## src/rtl/rsa_pkg.sv

```systemverilog
// Shared types for the Montgomery exponentiation sequencer: FSM state encoding and operand-mux codes.
package rsa_pkg;

    typedef enum logic [3:0] {
        S_IDLE       = 4'd0,
        S_PRE_MAP    = 4'd1,
        S_MAP        = 4'd2,
        S_POST_MAP   = 4'd3,
        S_PRE_MMM    = 4'd4,
        S_MMM        = 4'd5,
        S_POST_MMM   = 4'd6,
        S_PRE_REMAP  = 4'd7,
        S_REMAP      = 4'd8,
        S_POST_REMAP = 4'd9,
        S_DONE       = 4'd10
    } rsa_seq_state_t;

    localparam logic [1:0] SEL1_MAP   = 2'b00;
    localparam logic [1:0] SEL1_RND   = 2'b01;
    localparam logic [1:0] SEL1_REMAP = 2'b10;

endpackage

```

## src/rtl/rsa_step_counter.sv

```systemverilog
// Up-counter with synchronous clear and increment, gated by the block clock enable.
module rsa_step_counter #(
    parameter int CNT_W = 4
) (
    input  logic             clk,
    input  logic             rstb,
    input  logic             ena,
    input  logic             clear,
    input  logic             inc,
    output logic [CNT_W-1:0] cnt
);

    logic [CNT_W-1:0] r_cnt;

    // Clear beats increment so a POST state can zero the counter unconditionally.
    always_ff @(posedge clk) begin
        if (!rstb) begin
            r_cnt <= '0;
        end else if (ena) begin
            if (clear)
                r_cnt <= '0;
            else if (inc)
                r_cnt <= r_cnt + CNT_W'(1);
        end
    end

    assign cnt = r_cnt;

endmodule

```

## src/rtl/rsa_expo_sequencer.sv

```systemverilog
// Control sequencer for Montgomery modular exponentiation: map-in, one MMM round per
// exponent bit (LSB first), remap-out, with start/busy/eoc handshake and abort.
module rsa_expo_sequencer
    import rsa_pkg::*;
#(
    parameter  int WIDTH      = 8,
    parameter  int EXP_WIDTH  = WIDTH + 2,
    parameter  int MMM_CYCLES = WIDTH + 2,
    localparam int LEN_W      = $clog2(EXP_WIDTH + 1)
) (
    input  logic                 clk,
    input  logic                 rstb,
    input  logic                 ena,
    input  logic                 start,
    input  logic                 abort,
    input  logic [EXP_WIDTH-1:0] expE,
    input  logic [LEN_W-1:0]     exp_len,
    output logic                 rst_mmm,
    output logic                 ld_a,
    output logic                 ld_r,
    output logic                 lock1,
    output logic                 lock2,
    output logic [1:0]           sel1,
    output logic                 sel2,
    output logic                 busy,
    output logic                 eoc
);

    localparam int                STEP_W    = $clog2(MMM_CYCLES + 1);
    localparam logic [STEP_W-1:0] STEP_LAST = STEP_W'(MMM_CYCLES);
    localparam logic [LEN_W-1:0]  LEN_MAX   = LEN_W'(EXP_WIDTH);

    if (WIDTH < 1 || EXP_WIDTH < 1 || MMM_CYCLES < 1) begin : g_bad_param
        $error("rsa_expo_sequencer: WIDTH, EXP_WIDTH and MMM_CYCLES must be positive");
    end

    rsa_seq_state_t        r_state;
    rsa_seq_state_t        w_next;
    logic [EXP_WIDTH-1:0]  r_exp;
    logic [LEN_W-1:0]      r_len;
    logic [STEP_W-1:0]     w_steps;
    logic [LEN_W-1:0]      w_rounds;
    logic                  w_accept;
    logic                  w_step_last;
    logic [LEN_W-1:0]      w_len_sat;

    assign w_accept    = start && !abort && (r_state == S_IDLE || r_state == S_DONE);
    assign w_step_last = (w_steps == STEP_LAST);
    assign w_len_sat   = (exp_len > LEN_MAX) ? LEN_MAX : exp_len;

    rsa_step_counter #(.CNT_W(STEP_W)) u_steps (
        .clk   (clk),
        .rstb  (rstb),
        .ena   (ena),
        .clear (abort || r_state == S_POST_MAP || r_state == S_POST_MMM
                      || r_state == S_POST_REMAP),
        .inc   (r_state == S_MAP || r_state == S_MMM || r_state == S_REMAP),
        .cnt   (w_steps)
    );

    rsa_step_counter #(.CNT_W(LEN_W)) u_rounds (
        .clk   (clk),
        .rstb  (rstb),
        .ena   (ena),
        .clear (abort || r_state == S_PRE_REMAP),
        .inc   (r_state == S_POST_MMM),
        .cnt   (w_rounds)
    );

    always_ff @(posedge clk) begin
        if (!rstb) begin
            r_state <= S_IDLE;
            r_exp   <= '0;
            r_len   <= '0;
        end else if (ena) begin
            r_state <= w_next;
            if (abort) begin
                r_exp <= '0;
                r_len <= '0;
            end else if (w_accept) begin
                r_exp <= expE;
                r_len <= w_len_sat;
            end else if (r_state == S_POST_MMM) begin
                r_exp <= r_exp >> 1;
            end
        end
    end

    always_comb begin
        w_next  = r_state;
        rst_mmm = 1'b0;
        ld_a    = 1'b0;
        ld_r    = 1'b0;
        lock1   = 1'b0;
        lock2   = 1'b0;
        sel1    = SEL1_MAP;
        sel2    = 1'b0;
        busy    = 1'b0;
        eoc     = 1'b0;
        case (r_state)
            S_IDLE: begin
                if (w_accept) w_next = S_PRE_MAP;
            end
            S_PRE_MAP, S_MAP: begin
                {rst_mmm, ld_a, lock1, lock2, busy} = 5'b11111;
                if (r_state == S_PRE_MAP) w_next = S_MAP;
                else if (w_step_last)     w_next = S_POST_MAP;
            end
            S_POST_MAP: begin
                {rst_mmm, ld_r, lock1, lock2, busy} = 5'b11111;
                w_next = (r_len == '0) ? S_PRE_REMAP : S_PRE_MMM;
            end
            S_PRE_MMM, S_MMM, S_POST_MMM: begin
                // Only the R-side update is gated by the current exponent bit.
                {rst_mmm, lock2, sel2, busy} = 4'b1111;
                lock1 = r_exp[0];
                sel1  = SEL1_RND;
                ld_a  = (r_state == S_PRE_MMM);
                ld_r  = (r_state == S_POST_MMM);
                if (r_state == S_PRE_MMM)
                    w_next = S_MMM;
                else if (r_state == S_MMM && w_step_last)
                    w_next = S_POST_MMM;
                else if (r_state == S_POST_MMM)
                    w_next = (w_rounds == r_len - LEN_W'(1)) ? S_PRE_REMAP : S_PRE_MMM;
            end
            S_PRE_REMAP, S_REMAP, S_POST_REMAP: begin
                {rst_mmm, lock1, sel2, busy} = 4'b1111;
                sel1 = SEL1_REMAP;
                ld_a = (r_state == S_PRE_REMAP);
                ld_r = (r_state == S_POST_REMAP);
                if (r_state == S_PRE_REMAP)
                    w_next = S_REMAP;
                else if (r_state == S_REMAP && w_step_last)
                    w_next = S_POST_REMAP;
                else if (r_state == S_POST_REMAP)
                    w_next = S_DONE;
            end
            S_DONE: begin
                {rst_mmm, lock1, sel2, eoc} = 4'b1111;
                sel1 = SEL1_REMAP;
                if (w_accept) w_next = S_PRE_MAP;
            end
            default: w_next = S_IDLE;
        endcase
        if (abort) w_next = S_IDLE;
    end

endmodule

```

## config.mk

```make
export PLATFORM = sky130hd
export DESIGN_NAME = rsa_expo_sequencer
export DESIGN_NICKNAME = d
export VERILOG_FILES = /design/src/rtl/rsa_pkg.sv /design/src/rtl/rsa_step_counter.sv /design/src/rtl/rsa_expo_sequencer.sv
export SDC_FILE = /design/constraint.sdc
export NUM_CORES = 1
export LEC_CHECK = 0
export ABC_AREA = 1
export BUFFER_PORTS_ARGS = -buffer_cell sky130_fd_sc_hd__buf_4
export CAP_MARGIN = 20
export CORE_ASPECT_RATIO = 1.2
export CORE_MARGIN = 1
export CORE_UTILIZATION = 50
export DETAILED_ROUTE_END_ITERATION = 8
export PLACE_DENSITY_LB_ADDON = 0.2
export SYNTH_ARGS = -nofsm -noshare
export SYNTH_HDL_FRONTEND = slang
export SYNTH_SLANG_ARGS = --single-unit
```

## constraint.sdc

```tcl
create_clock -name clk -period 1.6 [get_ports clk]
set_clock_uncertainty 0.15 [all_clocks]
set_input_delay 0.16 -clock clk [delete_from_list [all_inputs] [get_ports clk]]
set_output_delay 0.16 -clock clk [all_outputs]
set_load 0.005 [all_outputs]
```

# ---- Word-level counts from Yosys, hierarchy flattened
# Cells that the tools add are included.
dict set report totals {
  register_bits 26
  in_bits 19
  elab_cells 90
}
dict set report op_classes {
  add_sub_neg 3
  magnitude_cmp 1
  n_eq_ne 16
  mux 32
  n_reduce_logical 33
}
# cell n
set op_table {}
lappend op_table {{$mux 4} 17}
lappend op_table {{$mux 10} 3}
lappend op_table {{$pmux 4 s5} 1}
lappend op_table {{$eq 4x3->1 const B} 4}
lappend op_table {{$eq 4x4->1 const B} 4}
lappend op_table {{$reduce_or 7->1} 2}
lappend op_table {{$reduce_or 10->1} 1}
lappend op_table {{$reduce_or 9->1} 1}
lappend op_table {{$add 4x1->4 const B} 2}
lappend op_table {{$eq 4x2->1 const B} 2}
lappend op_table {{$logic_not 4->1} 2}
lappend op_table {{$reduce_and 2->1} 4}
lappend op_table {{$logic_or 1x1->1} 7}
lappend op_table {{$pmux 1 s3} 2}
lappend op_table {{$reduce_bool 2->1} 3}
lappend op_table {{$reduce_or 3->1} 2}
lappend op_table {{$reduce_or 6->1} 1}
lappend op_table {{$mux 1} 5}
lappend op_table {{$ne 5x4->1 const B} 1}
lappend op_table {{$ne 5x5->1 const B} 1}
lappend op_table {{$reduce_and 5->1} 1}
lappend op_table {{$eq 4x1->1 const B} 1}
lappend op_table {{$eq 4x4->1} 1}
lappend op_table {{$gt 4x4->1 const B} 1}
lappend op_table {{other kinds (11)} 16}

# ---- Logic depth before layout (Yosys ltp)
# Gate-level depths: netlist of run 1.
dict set report depth {
  ltp_word 8
  depth_mapped 13
}

# ---- Cells and area by module
# From an unflattened synthesis of run 1, not the netlist that was laid out.
dict set report unflattened {
  hier_cells 286
  area_unflattened_um2 1715.4
}
# module n_inst cells_per_inst area_per_inst_um2
set modules_own_cells {}
lappend modules_own_cells {rsa_expo_sequencer 1 230 1327.5}
lappend modules_own_cells {rsa_step_counter 2 28 193.9}

# ---- Worst setup path before layout of run 1
# No wires, ideal clock.
dict set report synth_path {
  kind {reg2reg}
  start {register r_state[2]}
  end {register r_exp[9]}
  setup_ps 117
  arrival_ps 1408
  path_slack_ps -75
  stages_incl_launch_ff 12
  path_buffers 1
  cell_sequence {dfxtp_1 nor2_2 nand2_2 nand2_2 nand3_4 nand2_4 nand2_4 nand2_4 inv_4 buf_6 a21oi_2 nor2_1}
}
dict set report synth_between {
  elab_chain_len 5
  word_cells_on_any_way 9
  cone_classes {eq/ne: 2; mux: 2; reduce/logical: 5}
}
# element line_no
set synth_rtl {}
lappend synth_rtl {{start: declaration} rsa_expo_sequencer.sv:37} ;# rsa_seq_state_t r_state;
lappend synth_rtl {{start signal: assignment} rsa_expo_sequencer.sv:76} ;# r_state <= w_next;
lappend synth_rtl {{$eq 4x4->1 or $logic_not 4->1 (tied branches)} rsa_expo_sequencer.sv:47} ;# assign w_accept = start && !abort && (r_state == S_IDLE || r_state == S_DONE);
lappend synth_rtl {{$logic_or 1x1->1} rsa_expo_sequencer.sv:47}
lappend synth_rtl {{$logic_and 1x1->1} rsa_expo_sequencer.sv:47}
lappend synth_rtl {{$reduce_bool 3->1 (no source line) or $mux 10 (tied branches)} n/a}
lappend synth_rtl {{$reduce_and 2->1 (no source line) or $mux 10 (tied branches)} n/a}
lappend synth_rtl {{end signal: assignment} rsa_expo_sequencer.sv:81} ;# r_exp <= expE;
lappend synth_rtl {{end signal: assignment} rsa_expo_sequencer.sv:84} ;# r_exp <= r_exp >> 1;
lappend synth_rtl {{end: declaration} rsa_expo_sequencer.sv:39} ;# logic [EXP_WIDTH-1:0] r_exp;
# Several ways; a longest one is shown, not always the timed one.
# A chain may end at the register's enable or synchronous reset.

# ---- Worst setup path after layout of run 1
dict set report layout_path {
  start {register r_state[3]}
  end {output port ld_r}
}
dict set report layout_between {
  elab_chain_len 3
  word_cells_on_any_way 10
  cone_classes {eq/ne: 7; mux: 1; reduce/logical: 2}
}
# element line_no
set layout_rtl {}
lappend layout_rtl {{$eq 4x4->1, or another cell as far along} {rsa_expo_sequencer.sv:100, rsa_expo_sequencer.sv:131}}
lappend layout_rtl {{$reduce_or 3->1} n/a}
lappend layout_rtl {{$pmux 1 s3 *} rsa_expo_sequencer.sv:100} ;# case (r_state)
lappend layout_rtl {{end: declaration} rsa_expo_sequencer.sv:20} ;# output logic ld_r,
# Mark *: on every way between the ends. The rest lies on a longest branch, timed or not.

==> run summary, run 1 <==
outcome: finished, violations left
violated checks: negative setup slack
post-layout util: 0.827
Total GRT Usage: 0.251
crit path DAT: 1.44 ns
Area growth syn-to-layout: 58.9%
clk_lat worst skew: 0.28 ns
ANT nets after route: 0
TritonRoute pass-1 iters: 5
routability cong.: 0.951
total power: 1.81 mW
critical path endpoint category: primary output
DIE WIDTH: 55.6 um
IO Port Bufs: 28
period utilization: 1.09
final worst slack: -0.150 ns
CP dominant cell by count: buf_4
Vias: 2114
worst hold path cell count: 3
Worst VDD drop: 0.716 mV
Psw: 586 uW
global route total overflow: 0
Netlist cell types: 30
DRT iter0 DRCs: 93
CTS sink cnt: 26
FF+latch count, synth: 26
CTS tree: done
first-pass GRT wire length: 7310 um
largest cells by area after synthesis: dfxtp_1 30%, nand2_1 15%, inv_1 7.4%
Top delay family on crit path: buffers and inverters
Ports: 29
FMAX: 572 MHz
sw frac: 0.324
critical path required time: 1.29 ns
Die Area: 0.00369 mm^2
Initial Util: 0.521
Root Driver: clkbuf_8
final hold vios: 0
Clock power frac: 0.285
RSZ-0062 raised after global routing: yes
cell internal pwr: 1.22 mW
placed inst area: 0.00219 mm^2
buffer and inverter count on the worst path: 3
min-delay src: exp_len[2]
clock transition at the registers of the reported paths: 0.11 ns
power density over cell area: 661 mW/mm^2
Slew headroom: 0.737
DIE HEIGHT: 66.3 um
number of synthesized flops with an enable pin: 0
initial antenna violation count: 0
Most used DFF post-synth: dfxtp_1
CP peak stage delay: 0.40 ns
Max Slew Vio Count: 0
CP max FO: 5
Routed WL: 5950 um
Reg2Reg Setup Slack: -0.14 ns
FF-to-FF End: r_state[1]$_SDFFE_PN0P_
WL per Instance: 15.7 um
CTS buffer count: 3
Via density: 5.56
Synth Net Count: 292
final instance area: 0.00274 mm^2
commonest cells in the netlist: 71 x nand2_1, 34 x inv_1, 26 x dfxtp_1
Final nets: 368
Slew @ Worst Pin: 0.394 ns
area fraction of the dominant cell type after synthesis: 0.302
WP depth: 6
pin count of the biggest net entering global routing: 17
Setup TNS: -3.10 ns
worst min path class: input pin to flop
# rows: 23
Hold EP: r_len[2]$_SDFFE_PN0P_
vias in the first global route: 1686
layout cell share with drive strength beyond 1: 0.458
DP Wirelength: 3110 um
Mean Syn Cell Area: 6.43 um^2
register area share after synthesis: 0.302
gate count after technology mapping: 268
kind of critical path: flop to primary output
CORE AREA: 0.00331 mm^2
startpoint type of the worst setup path: flop
cell taking the most area after synthesis: dfxtp_1
LEAKAGE: 1.32 nW
clock tree buffer depth: 2
Combinational Power Share: 0.324
Max-cap violations: 0
Ys Warns: 0
mapped cell area: 0.00172 mm^2
H-tree Lvls: 1
most common cell in the synthesized netlist: nand2_1
residual DRC count: 0
Reg2Reg Depth: 11
final setup violation count: 34
slowest stage cell, crit path: dfxtp_4
sequential share of power: 0.391
antenna fix cells: 0
Post-synth ARST share: 0
Final min period: 1.75 ns
crit-path cells: nor2_4, buf_4, nand2_1, buf_4, nand3_1, buf_4
minimum setup slack after placement: -0.0807 ns
r2r startpoint: r_state[2]$_SDFFE_PN0P_
[tightest hold or removal path, cell delays in order]
cell     delay [ns]
buf_4          0.11
nand3_1        0.08
a21oi_1        0.06
[how the worst max path moves through the flow]
stage,start,endpoint,slack [ns]
after detailed placement,r_state[1]$_SDFFE_PN0P_,r_state[0]$_SDFFE_PN0P_,-0.08
after floorplan,r_state[2]$_SDFFE_PN0P_,r_exp[9]$_SDFFE_PN0P_,-0.005
final,r_state[3]$_SDFFE_PN0P_,ld_r,-0.15
after CTS,r_state[2]$_SDFFE_PN0P_,lock1,-0.07
after global placement,r_state[1]$_SDFFE_PN0P_,r_state[3]$_SDFFE_PN0P_,-0.07
after global routing,r_state[2]$_SDFFE_PN0P_,r_state[1]$_SDFFE_PN0P_,-0.22
[per-layer routing]
layer	GRT usage	wire [um]	vias up
met5	0	0	-
met4	0.0750	201	0
met3	0.0294	325	27
met2	0.473	3160	95
met1	0.297	2260	980
li1	-	-	1012
[sequential cells by signal, summed over array words and instances (netlist names)]
register and count:
r_exp 10, r_state 4, u_rounds.cnt 4, u_steps.cnt 4, r_len 4
[layout make-up]
cell class | instances | area [um^2]
multi-input cells | 197 | 1280
repair buffers | 73 | 612
fillers | 187 | 572
flip-flops and latches | 26 | 538
inverters | 42 | 183
clock buffers | 4 | 66.3
well taps | 37 | 46.3
repair inverters | 1 | 8.76
[power groups by stage]
stage	registers [mW]	logic [mW]	clock network, mW
2_1_floorplan	0.714	0.242	0
3_3_place_gp	0.716	0.402	0
3_5_place_dp	0.717	0.408	0
4_1_cts	0.702	0.472	0.503
5_1_grt	0.711	0.634	0.540
6_report	0.708	0.586	0.515
[repair_timing]
item                                    in CTS  in global routing
buffers inserted                             4                 12
endpoints found under the hold margin        1                  0
resized for setup                           50                 51
gates cloned                                 1                  0
pin swaps                                    7                 13
hold buffers                                 1                  0
endpoints found under the setup margin      27                 35
[logic make-up after synthesis]
logic type | Yosys count | share of synthesized area
simple gates | 134 | 0.362
compound gates | 56 | 0.186
buf+inv | 45 | 0.104
flops | 26 | 0.302
fa+ha+maj | 5 | 0.0363
xor+xnor | 2 | 0.0102
[through the flow]
step                hold WS (ns)  std cells
floorplan                  0.137        268
global placement           0.232        358
detailed placement         0.240        358
CTS                      0.00978        368
global route              0.0252        380
finish                    0.0229        380
[cells in the final DEF, fill, tap and decap left out, types with 2 or more instances in the layout]
cell and n:
dfxtp_4 4, a21oi_1 13, clkbuf_8 3, buf_6 13
nand2_4 7, inv_4 4, nand4_1 4, a21oi_2 11
inv_1 25, ha_1 5, nand2_2 7, nor2_4 11
inv_8 2, dfxtp_1 20, nand3_2 2, inv_2 10
nor2_1 15, o21ai_2 8, nand2_8 3, nor3_1 2
a211oi_1 2, nand3_4 4, nand3_1 14, buf_4 58
o21ai_1 7, dfxtp_2 2, nand2_1 60, o21ai_0 12
nor2_2 2
No activity file was read; power rests on OpenSTA's default activity.
==> run 2, diff against run 1 <==
CORE_UTILIZATION = 56   (was 50)
clock period = 1.63 ns   (was 1.6 ns; I/O delays follow)
==> run 2 against run 1 <==
The run now fails in global routing. Synthesized cell count unchanged. Area after synthesis is the same.
==> run summary, run 2 <==
outcome: did not finish
Fail Step: global routing
Err: [ERROR DPL-0038] Utilization greater than 100%, impossible to legalize
Root Driver: clkbuf_4
commonest cells in the netlist: 71 x nand2_1, 34 x inv_1, 26 x dfxtp_1
H-tree Lvls: 1
CTS sink cnt: 26
Post-synth ARST share: 0
DP Wirelength: 3390 um
Inst Count DP: 357
kind of the worst endpoint: sequential cell input
placed inst area: 0.00221 mm^2
most common cell in the synthesized netlist: nand2_1
IO Port Bufs: 28
routability cong.: 0.942
mapped cell area: 0.00172 mm^2
minimum setup slack after placement: -0.0600 ns
largest cells by area after synthesis: dfxtp_1 30%, nand2_1 15%, inv_1 7.4%
pin count of the biggest net entering global routing: 17
clock tree buffer depth: 2
Netlist cell types: 30
number of synthesized flops with an enable pin: 0
cell taking the most area after synthesis: dfxtp_1
CTS buffer count: 3
# rows: 21
area fraction of the dominant cell type after synthesis: 0.302
FF+latch count, synth: 26
Worst EP post-GRT repair: r_state[1]$_SDFFE_PN0P_/D
Synth Net Count: 292
DIE HEIGHT: 62.8 um
Ys Warns: 0
DIE WIDTH: 52.6 um
Most used DFF post-synth: dfxtp_1
Initial Util: 0.602
Mean Syn Cell Area: 6.43 um^2
Ports: 29
register area share after synthesis: 0.302
gate count after technology mapping: 268
## run 2: cell families after synthesis
kind of cell / Yosys count / share of synthesized area
AND/OR/NAND/NOR: 134 / 0.362
AO/OA/AOI/OAI: 56 / 0.186
buffers and inverters: 45 / 0.104
flip-flops: 26 / 0.302
adder cells (fa/ha/maj): 5 / 0.0363
XOR/XNOR: 2 / 0.0102
## run 2: per-stage QoR
step / hold WS [ns] / setup TNS (ns)
4_1_cts: 0.0178 / -1.66
3_5_place_dp: 0.242 / -0.298
3_3_place_gp: 0.233 / 0
2_1_floorplan: 0.140 / 0
## run 2: timing repair
item                                    4_1_cts
resized for setup                            77
endpoints found under the hold margin         5
pin swaps                                    12
gates cloned                                  1
setup buffers                                13
hold buffers                                  6
endpoints found under the setup margin       28
==> run 3, diff against run 2 <==
CORE_ASPECT_RATIO = default   (was 1.2)
CORE_UTILIZATION = 40   (was 56)
PLACE_DENSITY_LB_ADDON = 0.15   (was 0.2)
==> run 3 against run 2 <==
The flow now finishes, with violations (negative setup slack).
==> run summary, run 3 (synthesis results as in run 1) <==
Max-cap violations: 0
antenna fix cells: 0
r2r startpoint: r_state[2]$_SDFFE_PN0P_
Reg2Reg Depth: 11
worst min path class: input pin to flop
CTS buffer count: 3
H-tree Lvls: 1
max reg flops: 10
Area growth syn-to-layout: 54.2%
worst hold path cell count: 3
final worst slack: -0.113 ns
final setup violation count: 26
Final nets: 366
crit path from: r_state[2]$_SDFFE_PN0P_
Reg with most FFs: r_exp
CP max FO: 5
final instance area: 0.00266 mm^2
period utilization: 1.07
clock transition at the registers of the reported paths: 0.09 ns
outcome: finished, violations left
power density over cell area: 657 mW/mm^2
residual DRC count: 0
sw frac: 0.293
DP Wirelength: 3280 um
multi-input logic area: 0.00121 mm^2
critical path endpoint category: flop
Worst VDD drop: 0.422 mV
Root Driver: clkbuf_8
TritonRoute pass-1 iters: 4
RSZ-0062 raised after global routing: yes
FF-to-FF End: r_exp[0]$_SDFFE_PN0P_
FF/Latch Area: 536 um^2
routability cong.: 0.858
sequential share of power: 0.393
violated checks: negative setup slack
DIE HEIGHT: 67.6 um
cell internal pwr: 1.23 mW
Clock power frac: 0.309
Reg2Reg Setup Slack: -0.11 ns
clock tree buffer depth: 2
Total GRT Usage: 0.226
Initial Util: 0.425
DIE WIDTH: 67.6 um
vias in the first global route: 1741
LEAKAGE: 1.30 nW
CTS sink cnt: 26
layout cell share with drive strength beyond 1: 0.422
WL per Instance: 12.2 um
fill cell count: 362
crit path DAT: 1.81 ns
critical path required time: 1.70 ns
kind of critical path: flop to flop
Slew @ Worst Pin: 0.350 ns
CORE AREA: 0.00406 mm^2
DRT iter0 DRCs: 111
ANT nets after route: 0
Ports: 29
Hold WS: 0.0293 ns
CP endpoint: r_exp[0]$_SDFFE_PN0P_
Routed WL: 4780 um
placed inst area: 0.00221 mm^2
commonest cells after routing, fill and taps aside: 63 x nand2_1, 59 x buf_4, 31 x inv_1
Final min period: 1.74 ns
Vias: 1927
final hold vios: 0
Slew headroom: 0.765
Die Area: 0.00457 mm^2
startpoint type of the worst setup path: flop
Max Slew Vio Count: 0
# rows: 23
pin count of the biggest net entering global routing: 16
clk_lat worst skew: 0.27 ns
CTS tree: done
Via density: 4.93
initial antenna violation count: 0
FMAX: 574 MHz
most common cell after layout, fill and taps aside: nand2_1
first-pass GRT wire length: 7820 um
global route total overflow: 0
IO Port Bufs: 28
Combinational Power Share: 0.298
Psw: 510 uW
==> run 3: through the flow <==
step	cells	utilization	worst slack (ns)	setup TNS (ns)	total power, mW
after CTS	386	0.619	-0.0673	-0.595	1.72
after floorplan	268	-	0.0137	0	0.938
after global routing	391	0.655	-0.224	-4.38	1.84
after global placement	371	0.545	-0.0450	-0.505	1.11
after detailed placement	371	0.545	-0.0811	-0.936	1.11
final	391	0.655	-0.113	-1.59	1.74
==> run 3: worst max-delay path, cell delays in order (launching register included) <==
cell,delay (ns)
dfxtp_4,0.38
buf_6,0.12
nor2_4,0.13
nand2_2,0.09
nand2_2,0.10
nand3_4,0.10
nand2_4,0.11
nand2_4,0.08
nand2_8,0.13
buf_4,0.12
o21ai_0,0.07
nor2_1,0.10
==> run 3: per-layer routing <==
layer,vias to the layer above,track usage,routed length (um)
met2,41,0.370,2320
met3,13,0.0304,170
li1,1008,-,-
met1,865,0.298,2190
met4,0,0.0824,100
met5,-,0,0
==> run 3: power by group through the flow <==
stage               clock [mW]  sequential [mW]  combinational [mW]
floorplan                    0            0.701               0.237
global placement             0            0.704               0.408
detailed placement           0            0.704               0.411
CTS                      0.557            0.685               0.474
global route             0.575            0.690               0.576
finish                   0.539            0.686               0.520
==> run 3: worst min-delay path by stage <==
stage	startpoint	to	slack (ns)
after global routing	exp_len[2]	r_len[2]$_SDFFE_PN0P_	0.06
after CTS	exp_len[2]	r_len[2]$_SDFFE_PN0P_	0.02
final	exp_len[2]	r_len[2]$_SDFFE_PN0P_	0.03
after floorplan	expE[9]	r_exp[9]$_SDFFE_PN0P_	0.14
after detailed placement	expE[9]	r_exp[9]$_SDFFE_PN0P_	0.24
after global placement	expE[9]	r_exp[9]$_SDFFE_PN0P_	0.24
==> run 3: cell type report <==
type / count / area share
clock buffer: 3 / 0.0155
clock inverter: 1 / 0.0113
inverter: 42 / 0.0678
multi-input combinational: 197 / 0.457
sequential: 26 / 0.202
tap: 50 / 0.0236
timing repair buffer: 70 / 0.216
timing repair inverter: 2 / 0.00659
==> run 3: timing repair <==
item	in CTS	in global routing
gates resized for setup	47	30
pin swaps	10	19
gates cloned	2	0
hold buffers	1	0
endpoints found under the hold margin	1	0
setup buffers	8	6
endpoints found under the setup margin	30	35
==> run 4, diff against run 3 <==
HOLD_SLACK_MARGIN = 0.1   (was default)
==> run 4 against run 3 <==
Sequential power is essentially flat. Maximum frequency shrank 0.88%. The run still ends with negative setup slack left. Largest power group unchanged. Highest routed layer unchanged. Core utilization grew 1.4 points. Critical endpoint is now lock1. Largest cell class unchanged. Non-clock buffer count grew 8. Total power grew 0.82%. Sequential cell count is the same.
==> run summary, run 4 (synthesis results as in run 1) <==
Max Slew Vio Count: 0
first-pass GRT wire length: 8010 um
Total GRT Usage: 0.230
Via density: 5.00
TritonRoute pass-1 iters: 4
Reg with most FFs: r_exp
antenna fix cells: 0
outcome: finished, violations left
met3 wire length: 175 um
DP Wirelength: 3280 um
WL per Instance: 12.2 um
# rows: 23
crit path DAT: 1.45 ns
Slew headroom: 0.759
LEAKAGE: 1.32 nW
DIE HEIGHT: 67.6 um
Final nets: 374
DRT iter0 DRCs: 96
Final min period: 1.76 ns
CP max FO: 5
final std cells w/o fill: 399
most common cell after layout, fill and taps aside: nand2_1
total power: 1.76 mW
critical path required time: 1.32 ns
Root Driver: clkbuf_8
Vias: 1995
clock transition at the registers of the reported paths: 0.10 ns
Hold EP: r_exp[4]$_SDFFE_PN0P_
commonest cells after routing, fill and taps aside: 62 x nand2_1, 61 x buf_4, 29 x inv_1
CTS sink cnt: 26
Max-cap violations: 0
kind of critical path: flop to primary output
clk_lat worst skew: 0.28 ns
Slew @ Worst Pin: 0.359 ns
residual DRC count: 0
Ports: 29
vias in the first global route: 1802
startpoint type of the worst setup path: flop
wl on met1: 2260 um
critical path endpoint category: primary output
clock tree buffer depth: 2
FF-to-FF End: r_exp[0]$_SDFFE_PN0P_
final instance area: 0.00272 mm^2
period utilization: 1.08
Initial Util: 0.425
pin count of the biggest net entering global routing: 16
RSZ-0062 raised after global routing: yes
CTS tree: done
global route total overflow: 0
r2r startpoint: r_state[2]$_SDFFE_PN0P_
IO Port Bufs: 28
Reg2Reg Depth: 11
min-delay src: expE[4]
violated checks: negative setup slack
final hold vios: 0
worst hold path cell count: 5
DIE WIDTH: 67.6 um
placed inst area: 0.00221 mm^2
Area growth syn-to-layout: 57.6%
Die Area: 0.00457 mm^2
H-tree Lvls: 1
CORE AREA: 0.00406 mm^2
FMAX: 569 MHz
final setup violation count: 26
Worst VDD drop: 0.436 mV
Setup TNS: -1.25 ns
ANT nets after route: 0
Reg2Reg Setup Slack: -0.09 ns
routability cong.: 0.858
Inst Count DP: 371
initial antenna violation count: 0
final worst slack: -0.128 ns
layout cell share with drive strength beyond 1: 0.421
routed wl met2: 2360 um
power density over cell area: 648 mW/mm^2
Routed WL: 4880 um
Top Layer Used: met4
CTS buffer count: 3
worst min path class: input pin to flop
max reg flops: 10
-- run 4: changes by cell type in the layout (fill, tap and decap cells not counted), moves of 2 or more --
cell	change
inv_1	-2
o21ai_1	-2
nand2_2	+2
dlygate4sd3_1	+7
o21ai_0	+2
buf_4	+2
inv_2	+2
-- run 4: layer usage --
layer	vias up	GRT usage
li1	1025	-
met1	914	0.301
met2	45	0.376
met3	11	0.0338
met4	0	0.0904
met5	-	0
-- run 4: report_power, final --
part	internal (mW)	switching (mW)
registers	0.665	0.0213
clock network	0.329	0.217
logic	0.247	0.280
total	1.24	0.518
-- run 4: final cells by class --
cell class / count / area (um^2)
Clock buffer: 3 / 41.3
Tap cell: 50 / 62.6
Multi-Input combinational cell: 197 / 1200
Timing Repair Buffer: 78 / 648
Fill cell: 352 / 1340
Timing Repair inverter: 2 / 17.5
Inverter: 42 / 180
Clock inverter: 1 / 30.0
Sequential cell: 26 / 536
-- run 4: metrics by stage --
step / hold WS (ns) / setup WS [ns] / util
after floorplan: 0.140 / 0.0137 / -
after global placement: 0.240 / -0.0450 / 0.545
after detailed placement: 0.242 / -0.0811 / 0.545
after CTS: 0.106 / -0.0673 / 0.636
after global routing: 0.125 / -0.191 / 0.669
final: 0.103 / -0.128 / 0.669
-- run 4: critical path, cell delays in order, from the launching register on --
cell	delay, ns
dfxtp_4	0.39
inv_2	0.06
nor2_4	0.19
nand2_4	0.08
buf_4	0.13
inv_1	0.08
nor2_2	0.06
nand3_1	0.07
buf_4	0.11
-- run 4: worst max path at each step --
stage | start | end | cells after the start
after floorplan | r_state[1]$_SDFFE_PN0P_ | r_exp[9]$_SDFFE_PN0P_ | 12
after global placement | r_state[2]$_SDFFE_PN0P_ | r_exp[4]$_SDFFE_PN0P_ | 9
after detailed placement | r_state[2]$_SDFFE_PN0P_ | r_exp[8]$_SDFFE_PN0P_ | 9
after CTS | r_state[2]$_SDFFE_PN0P_ | lock1 | 8
after global routing | r_state[2]$_SDFFE_PN0P_ | r_exp[0]$_SDFFE_PN0P_ | 11
final | r_state[2]$_SDFFE_PN0P_ | lock1 | 8
-- run 4: timing repair --
action | 4_1_cts | 5_1_grt
endpoints found under the setup margin | 30 | 35
pin swaps | 10 | 15
hold buffers | 8 | 0
hold endpoints to repair | 7 | 0
buffers inserted | 8 | 6
gates cloned | 2 | 0
resized for setup | 47 | 27
